### src/rtl/slave_serial_port.sv
// slave_serial_port: bit-serial bus slave that drives single-cycle BRAM write/read strobes
// Ports:
//   clk, rstn                      clock and synchronous active-low reset
//   mvalid, smode, swdata          serial beats from the master (address then write data, LSB first)
//   sready, svalid, srdata         idle flag and serial read-data return path (LSB first)
//   mem_addr, mem_wdata            memory address / write word, held between transactions
//   mem_wen, mem_ren               one-cycle memory strobes
//   mem_rdata, mem_rvalid          memory read word and its valid flag
module slave_serial_port #(
  parameter int ADDR_WIDTH = 12,
  parameter int DATA_WIDTH = 8
) (
  input  logic                  clk,
  input  logic                  rstn,
  input  logic                  mvalid,
  input  logic                  smode,
  input  logic                  swdata,
  output logic                  sready,
  output logic                  svalid,
  output logic                  srdata,
  output logic [ADDR_WIDTH-1:0] mem_addr,
  output logic [DATA_WIDTH-1:0] mem_wdata,
  output logic                  mem_wen,
  output logic                  mem_ren,
  input  logic [DATA_WIDTH-1:0] mem_rdata,
  input  logic                  mem_rvalid
);
  localparam int MAXW = (ADDR_WIDTH > DATA_WIDTH) ? ADDR_WIDTH : DATA_WIDTH;
  localparam int CW = $clog2(MAXW + 1);
  localparam logic [CW-1:0] A_C = CW'(ADDR_WIDTH);
  localparam logic [CW-1:0] D_C = CW'(DATA_WIDTH);
  typedef enum logic [2:0] {IDLE, ADDR, WDATA, MEMWR, MEMRD, RWAIT, RDATA} state_t;
  state_t state, state_n;
  logic [CW-1:0] cnt, cnt_inc;
  logic mode;
  logic [ADDR_WIDTH-1:0] addr_sr, addr_nx;
  logic [DATA_WIDTH-1:0] wdata_sr, wdata_nx, rdata_sr;
  logic abeat, dbeat, alast, dlast, rlast;
  assign cnt_inc = cnt + 1'b1;
  // right-shift insertion keeps bit i of the serial stream at position i after the last beat
  assign addr_nx = (addr_sr >> 1) | (ADDR_WIDTH'(swdata) << (ADDR_WIDTH - 1));
  assign wdata_nx = (wdata_sr >> 1) | (DATA_WIDTH'(swdata) << (DATA_WIDTH - 1));
  assign abeat = mvalid && (state == IDLE || state == ADDR);
  assign dbeat = mvalid && state == WDATA;
  assign alast = abeat && cnt_inc == A_C;
  assign dlast = dbeat && cnt_inc == D_C;
  assign rlast = state == RDATA && cnt_inc == D_C;
  assign sready = state == IDLE && rstn;
  assign mem_wen = state == MEMWR;
  assign mem_ren = state == MEMRD;
  assign svalid = state == RDATA;
  assign srdata = svalid ? rdata_sr[0] : 1'b0;
  always_comb begin
    state_n = state;
    unique case (state)
      IDLE:    state_n = !abeat ? IDLE : !alast ? ADDR : smode ? WDATA : MEMRD;
      ADDR:    state_n = !alast ? ADDR : mode ? WDATA : MEMRD;
      WDATA:   state_n = dlast ? MEMWR : WDATA;
      MEMWR:   state_n = IDLE;
      MEMRD:   state_n = RWAIT;
      RWAIT:   state_n = mem_rvalid ? RDATA : RWAIT;
      RDATA:   state_n = rlast ? IDLE : RDATA;
      default: state_n = IDLE;
    endcase
  end
  always_ff @(posedge clk) begin
    if (!rstn) begin
      state     <= IDLE;
      cnt       <= '0;
      mode      <= 1'b0;
      addr_sr   <= '0;
      wdata_sr  <= '0;
      rdata_sr  <= '0;
      mem_addr  <= '0;
      mem_wdata <= '0;
    end else begin
      state <= state_n;
      if (state == IDLE && mvalid) mode <= smode;
      if (abeat) addr_sr <= addr_nx;
      if (dbeat) wdata_sr <= wdata_nx;
      if (alast) mem_addr <= addr_nx;
      if (dlast) mem_wdata <= wdata_nx;
      cnt <= (alast || dlast || rlast) ? '0 : (abeat || dbeat || state == RDATA) ? cnt_inc : cnt;
      if (state == RWAIT && mem_rvalid) rdata_sr <= mem_rdata;
      else if (state == RDATA) rdata_sr <= rdata_sr >> 1;
    end
  end
endmodule

### config.mk
export PLATFORM = sky130hd
export DESIGN_NAME = slave_serial_port
export DESIGN_NICKNAME = d
export VERILOG_FILES = /design/src/rtl/slave_serial_port.sv
export SDC_FILE = /design/constraint.sdc
export NUM_CORES = 1
export LEC_CHECK = 0
export BUFFER_PORTS_ARGS = -buffer_cell sky130_fd_sc_hd__buf_2
export CAP_MARGIN = 30
export CORE_MARGIN = 4
export CORE_UTILIZATION = 55
export CTS_CLUSTER_DIAMETER = 150
export DETAILED_ROUTE_END_ITERATION = 12
export HOLD_SLACK_MARGIN = 0.12
export PLACE_DENSITY = 0.78
export SETUP_SLACK_MARGIN = 0.15
export SYNTH_ARGS = -nofsm -noshare
export SYNTH_HDL_FRONTEND = slang
export SYNTH_SLANG_ARGS = --single-unit
### constraint.sdc
create_clock -name clk -period 2.2 [get_ports clk]
set_input_delay 0.66 -clock clk [delete_from_list [all_inputs] [get_ports clk]]
set_output_delay 0.66 -clock clk [all_outputs]
set_load 0.03 [all_outputs]
# After elaboration in Yosys (flattened, before gate mapping)

Index checks and enable logic that the tools add are counted.

Bitwise gates (word level): 3
Equality and inequality tests: 8
$add $sub $neg: 1
Reductions and logical operators: 16
Muxes and demuxes: 12

Operators with widths:

| kind                                          | count |
|---|---|
| two-way mux 3 bit                             | 6 |
| case mux 3 bit (6 select lines)               | 1 |
| two-way mux 8 bit                             | 2 |
| OR 11 x 12 -> 12 bit                          | 1 |
| == test 3 bit, second input constant          | 3 |
| == test 4 bit, second input constant          | 2 |
| logical AND 1 bit                             | 8 |
| OR 7 x 8 -> 8 bit                             | 1 |
| == test 3 x 2 -> 1 bit, second input constant | 2 |
| logical OR 1 bit                              | 5 |
| adder 4 x 1 -> 4 bit, second input constant   | 1 |
| == test 3 x 1 -> 1 bit, second input constant | 1 |
| zero test 3 bit                               | 1 |
| two-way mux 1 bit                             | 2 |
| two-way mux 2 bit                             | 1 |
| nonzero test 2 bit                            | 1 |
| OR reduction 2 bit                            | 1 |
| NOT 1 bit                                     | 1 |

Register bits after elaboration: 56
Output and inout bits: 25
Word-level logic and storage cells: 48
Bits of input ports: 14

# Depth between registers and ports, before layout

Word-level depth: 7
Depth in mapped cells: 7
Mapped depth without buffers: 6

# Worst setup path after synthesis

Ideal clock, no wire load.

Path kind: input to output
From: input port rstn
To: output port sready
Setup slack: -354 ps
Arrival: 1,894 ps
Data required time: 1,540 ps
Stages on the path: 3
Buffers on the path: 1
Path through: clkinv_1 > clkbuf_1 > nor4_1

Longest elaborated chain between the ends: 1

Ends and longest elaborated chain:

| item              | RTL line | RTL |
|---|---|---|
| start, declared   | 14       | `input logic rstn,` |
| logical AND 1 bit | 48       | `assign sready = state == IDLE && rstn;` |
| end, declared     | 18       | `output logic sready,` |

No other way between the ends.

# Worst setup path in the final report

From: register state[0]
To: output port srdata

Longest elaborated chain between the ends: 2

Ends and longest elaborated chain:

| item                   | RTL line | RTL |
|---|---|---|
| start, declared        | 33       | `state_t state, state_n;` |
| start signal, assigned | 77       | `state <= state_n;` |
| == test 3 bit          | 51       | `assign svalid = state == RDATA;` |
| two-way mux 1 bit      | 52       | `assign srdata = svalid ? rdata_sr[0] : 1'b0;` |
| end, declared          | 20       | `output logic srdata,` |

No other way between the ends.

==> results.yml <==
status:
  status: "finished, final reports clean"
route:
  totalWireLength_um: 4390
  vias: 1870
  wl_per_cell_um: 12.7
  first_iter_violations: 109
  drc: 0
  drt.antenna.violating_nets: 0
  drtPass1Iterations: 4
  viasPerCell: 5.42
cts:
  clk_path_buf_depth: 2
  clock-sinks: 54
  numCtsBuffers: 5
  h-tree-depth: 2
  clock_latency_ps: 310
  cts-root-buf: "clkbuf_8"
  clkTransAtPathRegs_ps: 90
  cts.hold.buffers_added: 0
  cts_tree: "yes"
critical_path:
  r2r_slack_ps: 380
  cp.required_ps: 1540
  r2r_cells: 6
  cp.arrival_ps: 1330
  crit_fanout: 6
  end_kind: "output port"
  rr_startpoint: "cnt[0]$_SDFFE_PP0P_"
  critPathLaunchType: "register"
  rr_endpoint: "state[1]$_SDFF_PN0_"
  worstSetupPathType: "register to output port"
job:
  drv_cap: 0
hold_path:
  holdPathStages: 2
  hp-class: "register to register"
  worst_hold_path.endpoint: "rdata_sr[0]$_SDFFE_PN0P_"
  min-delay-start: "rdata_sr[0]$_SDFFE_PN0P_"
sta:
  setup_violations: 0
  maxSlewHeadroom_pct: 67.0
  rsz0062_at_grt: "true"
  hold_viol_final: 0
  worst_slew_pin_slew_ps: 495
  slew_violations: 0
  fin_tns_setup_ps: 0
  final.min_clock_period_ps: 1990
  min_period_over_period_pct: 90.6
  worst_clock_skew_ps: 11.7
  hold_slack_ps: 454
  fmax_ghz: 0.502
placement:
  gp_congestion: 0.751
  dp_hpwl_um: 2980
  port_buffers: 38
logic_synthesis:
  synthTopCellsByCount: "dfxtp_1, nand2_1, a21oi_1"
  synth-seq-area-share_pct: 46.5
  synth_top_flop_cell: "dfxtp_1"
  synthCells: 257
  synth-seq-cells: 54
  avgSynthCellArea_sq_um: 9.04
  syn_area_sq_um: 2320
  synth_top_cell_by_area: "dfxtp_1"
  synth_edf_count: 0
  yosysMostFrequentCell: "dfxtp_1"
  syn_nets: 273
  yosysWarnings: 0
  yosysTopAreaCellShare_pct: 46.5
  ys_async_sr_fraction_pct: 0
  synth_cell_type_count: 48
  synth.area.top_cells: "dfxtp_1, nand2_1, a21oi_1"
grt:
  grt_overflow: 0
  antenna_found_initial: 0
  grt_pass1_vias: 1620
  grt_pass1_wl_um: 7470
  grt_max_degree: 51
  grtUsageTotal_pct: 17.4
final_layout:
  diodes: 0
  syn_to_final_growth_pct: 15.6
  fin_nets: 310
  drive_above_1_share_pct: 25.1
pwr:
  peakVddDrop_uv: 428
  powerDensity_nw_per_um2: 665
  leakage_uw: 0.00114
floorplanning:
  die_x_um: 73.0
  die_area_sq_um: 5330
  die_h_um: 73.0
  row_count: 23
  ios: 39
  core_region_area_sq_um: 4030
  start_util_pct: 57.7
==> where the power goes <==
| group | internal [uW] | switching [uW] |
|---|---|---|
| registers | 985 | 9.38 |
| clock network | 375 | 326 |
| logic | 36.5 | 53.6 |
==> cells in the final DEF, fill, tap and decap left out, types with 2 or more instances in the layout <==
master / count
a21oi_1: 34
a22oi_1: 8
a31oi_2: 2
and2_1: 2
buf_2: 36
buf_4: 10
clkbuf_8: 6
dfxtp_1: 54
ha_1: 2
mux2i_1: 14
nand2_1: 47
nand2b_1: 2
nand3_1: 10
nor2_1: 22
nor2b_1: 2
o21ai_0: 5
o21ai_1: 6
xnor2_1: 2
xor2_1: 2
==> stage by stage <==
step / std cells / utilization, % / total power [uW] / area, sq um / worst slack [ps]
5_1_grt: 345 / 66.6 / 1850 / 2690 / 142
3_3_place_gp: 337 / 63.4 / 1100 / 2550 / 318
6_report: 345 / 66.6 / 1790 / 2690 / 207
3_5_place_dp: 337 / 63.4 / 1110 / 2550 / 299
2_1_floorplan: 257 / - / 1080 / 2340 / 144
4_1_cts: 345 / 66.4 / 1800 / 2670 / 186
==> metal layers <==
layer / part of all wire, % / track usage [%] / routed length (um) / up-vias
met5: 0 / 0 / 0 / -
met4: 1.0 / 4.92 / 46 / 0
met3: 4.8 / 3.44 / 209 / 6
met2: 47 / 28.0 / 2090 / 38
met1: 47 / 23.6 / 2050 / 865
li1: - / - / - / 961
==> logic make-up (layout without fill, tap and decap cells) <==
logic type / after synthesis / after routing / synth area share [%]
fa+ha+maj: 2 / 2 / 1.08
xor+xnor: 4 / 4 / 1.51
flops: 54 / 54 / 46.5
buf+inv: 18 / 56 / 4.58
compound gates: 63 / 63 / 17.2
mux: 16 / 16 / 7.48
simple gates: 100 / 100 / 21.6
==> critical path, stage by stage (launching register included) <==
cell and delay (ps):
dfxtp_1 430, and3b_2 280, and2_1 160, buf_2 170
==> flip-flops by register name, indices dropped and copies added, names as in the netlist <==
register,count
addr_sr,11
cnt,4
mem_addr,12
mem_wdata,8
mode,1
rdata_sr,8
state,3
wdata_sr,7
==> layout make-up <==
type | count | area [sq um]
inverters | 2 | 7.51
fillers | 344 | 1340
clock inverters | 2 | 38.8
clock buffers | 6 | 82.6
flip-flops and latches | 54 | 1080
well taps | 50 | 62.6
repair buffers | 46 | 255
multi-input cells | 185 | 1160
==> worst max path at each step <==
stage	startpoint	endpoint	slack [ps]	cells after the start
3_3_place_gp	rstn	sready	320	4
4_1_cts	state[0]$_SDFF_PN0_	srdata	190	3
6_report	state[0]$_SDFF_PN0_	srdata	210	3
3_5_place_dp	rstn	sready	300	4
5_1_grt	state[0]$_SDFF_PN0_	srdata	140	3
2_1_floorplan	state[2]$_SDFF_PN0_	srdata	140	4
==> repair_timing <==
action                     4_1_cts  5_1_grt
setup endpoints to repair        0        3
setup buffers                    0        0
resized for setup                0        6
No activity file was read; power rests on OpenSTA's default activity.
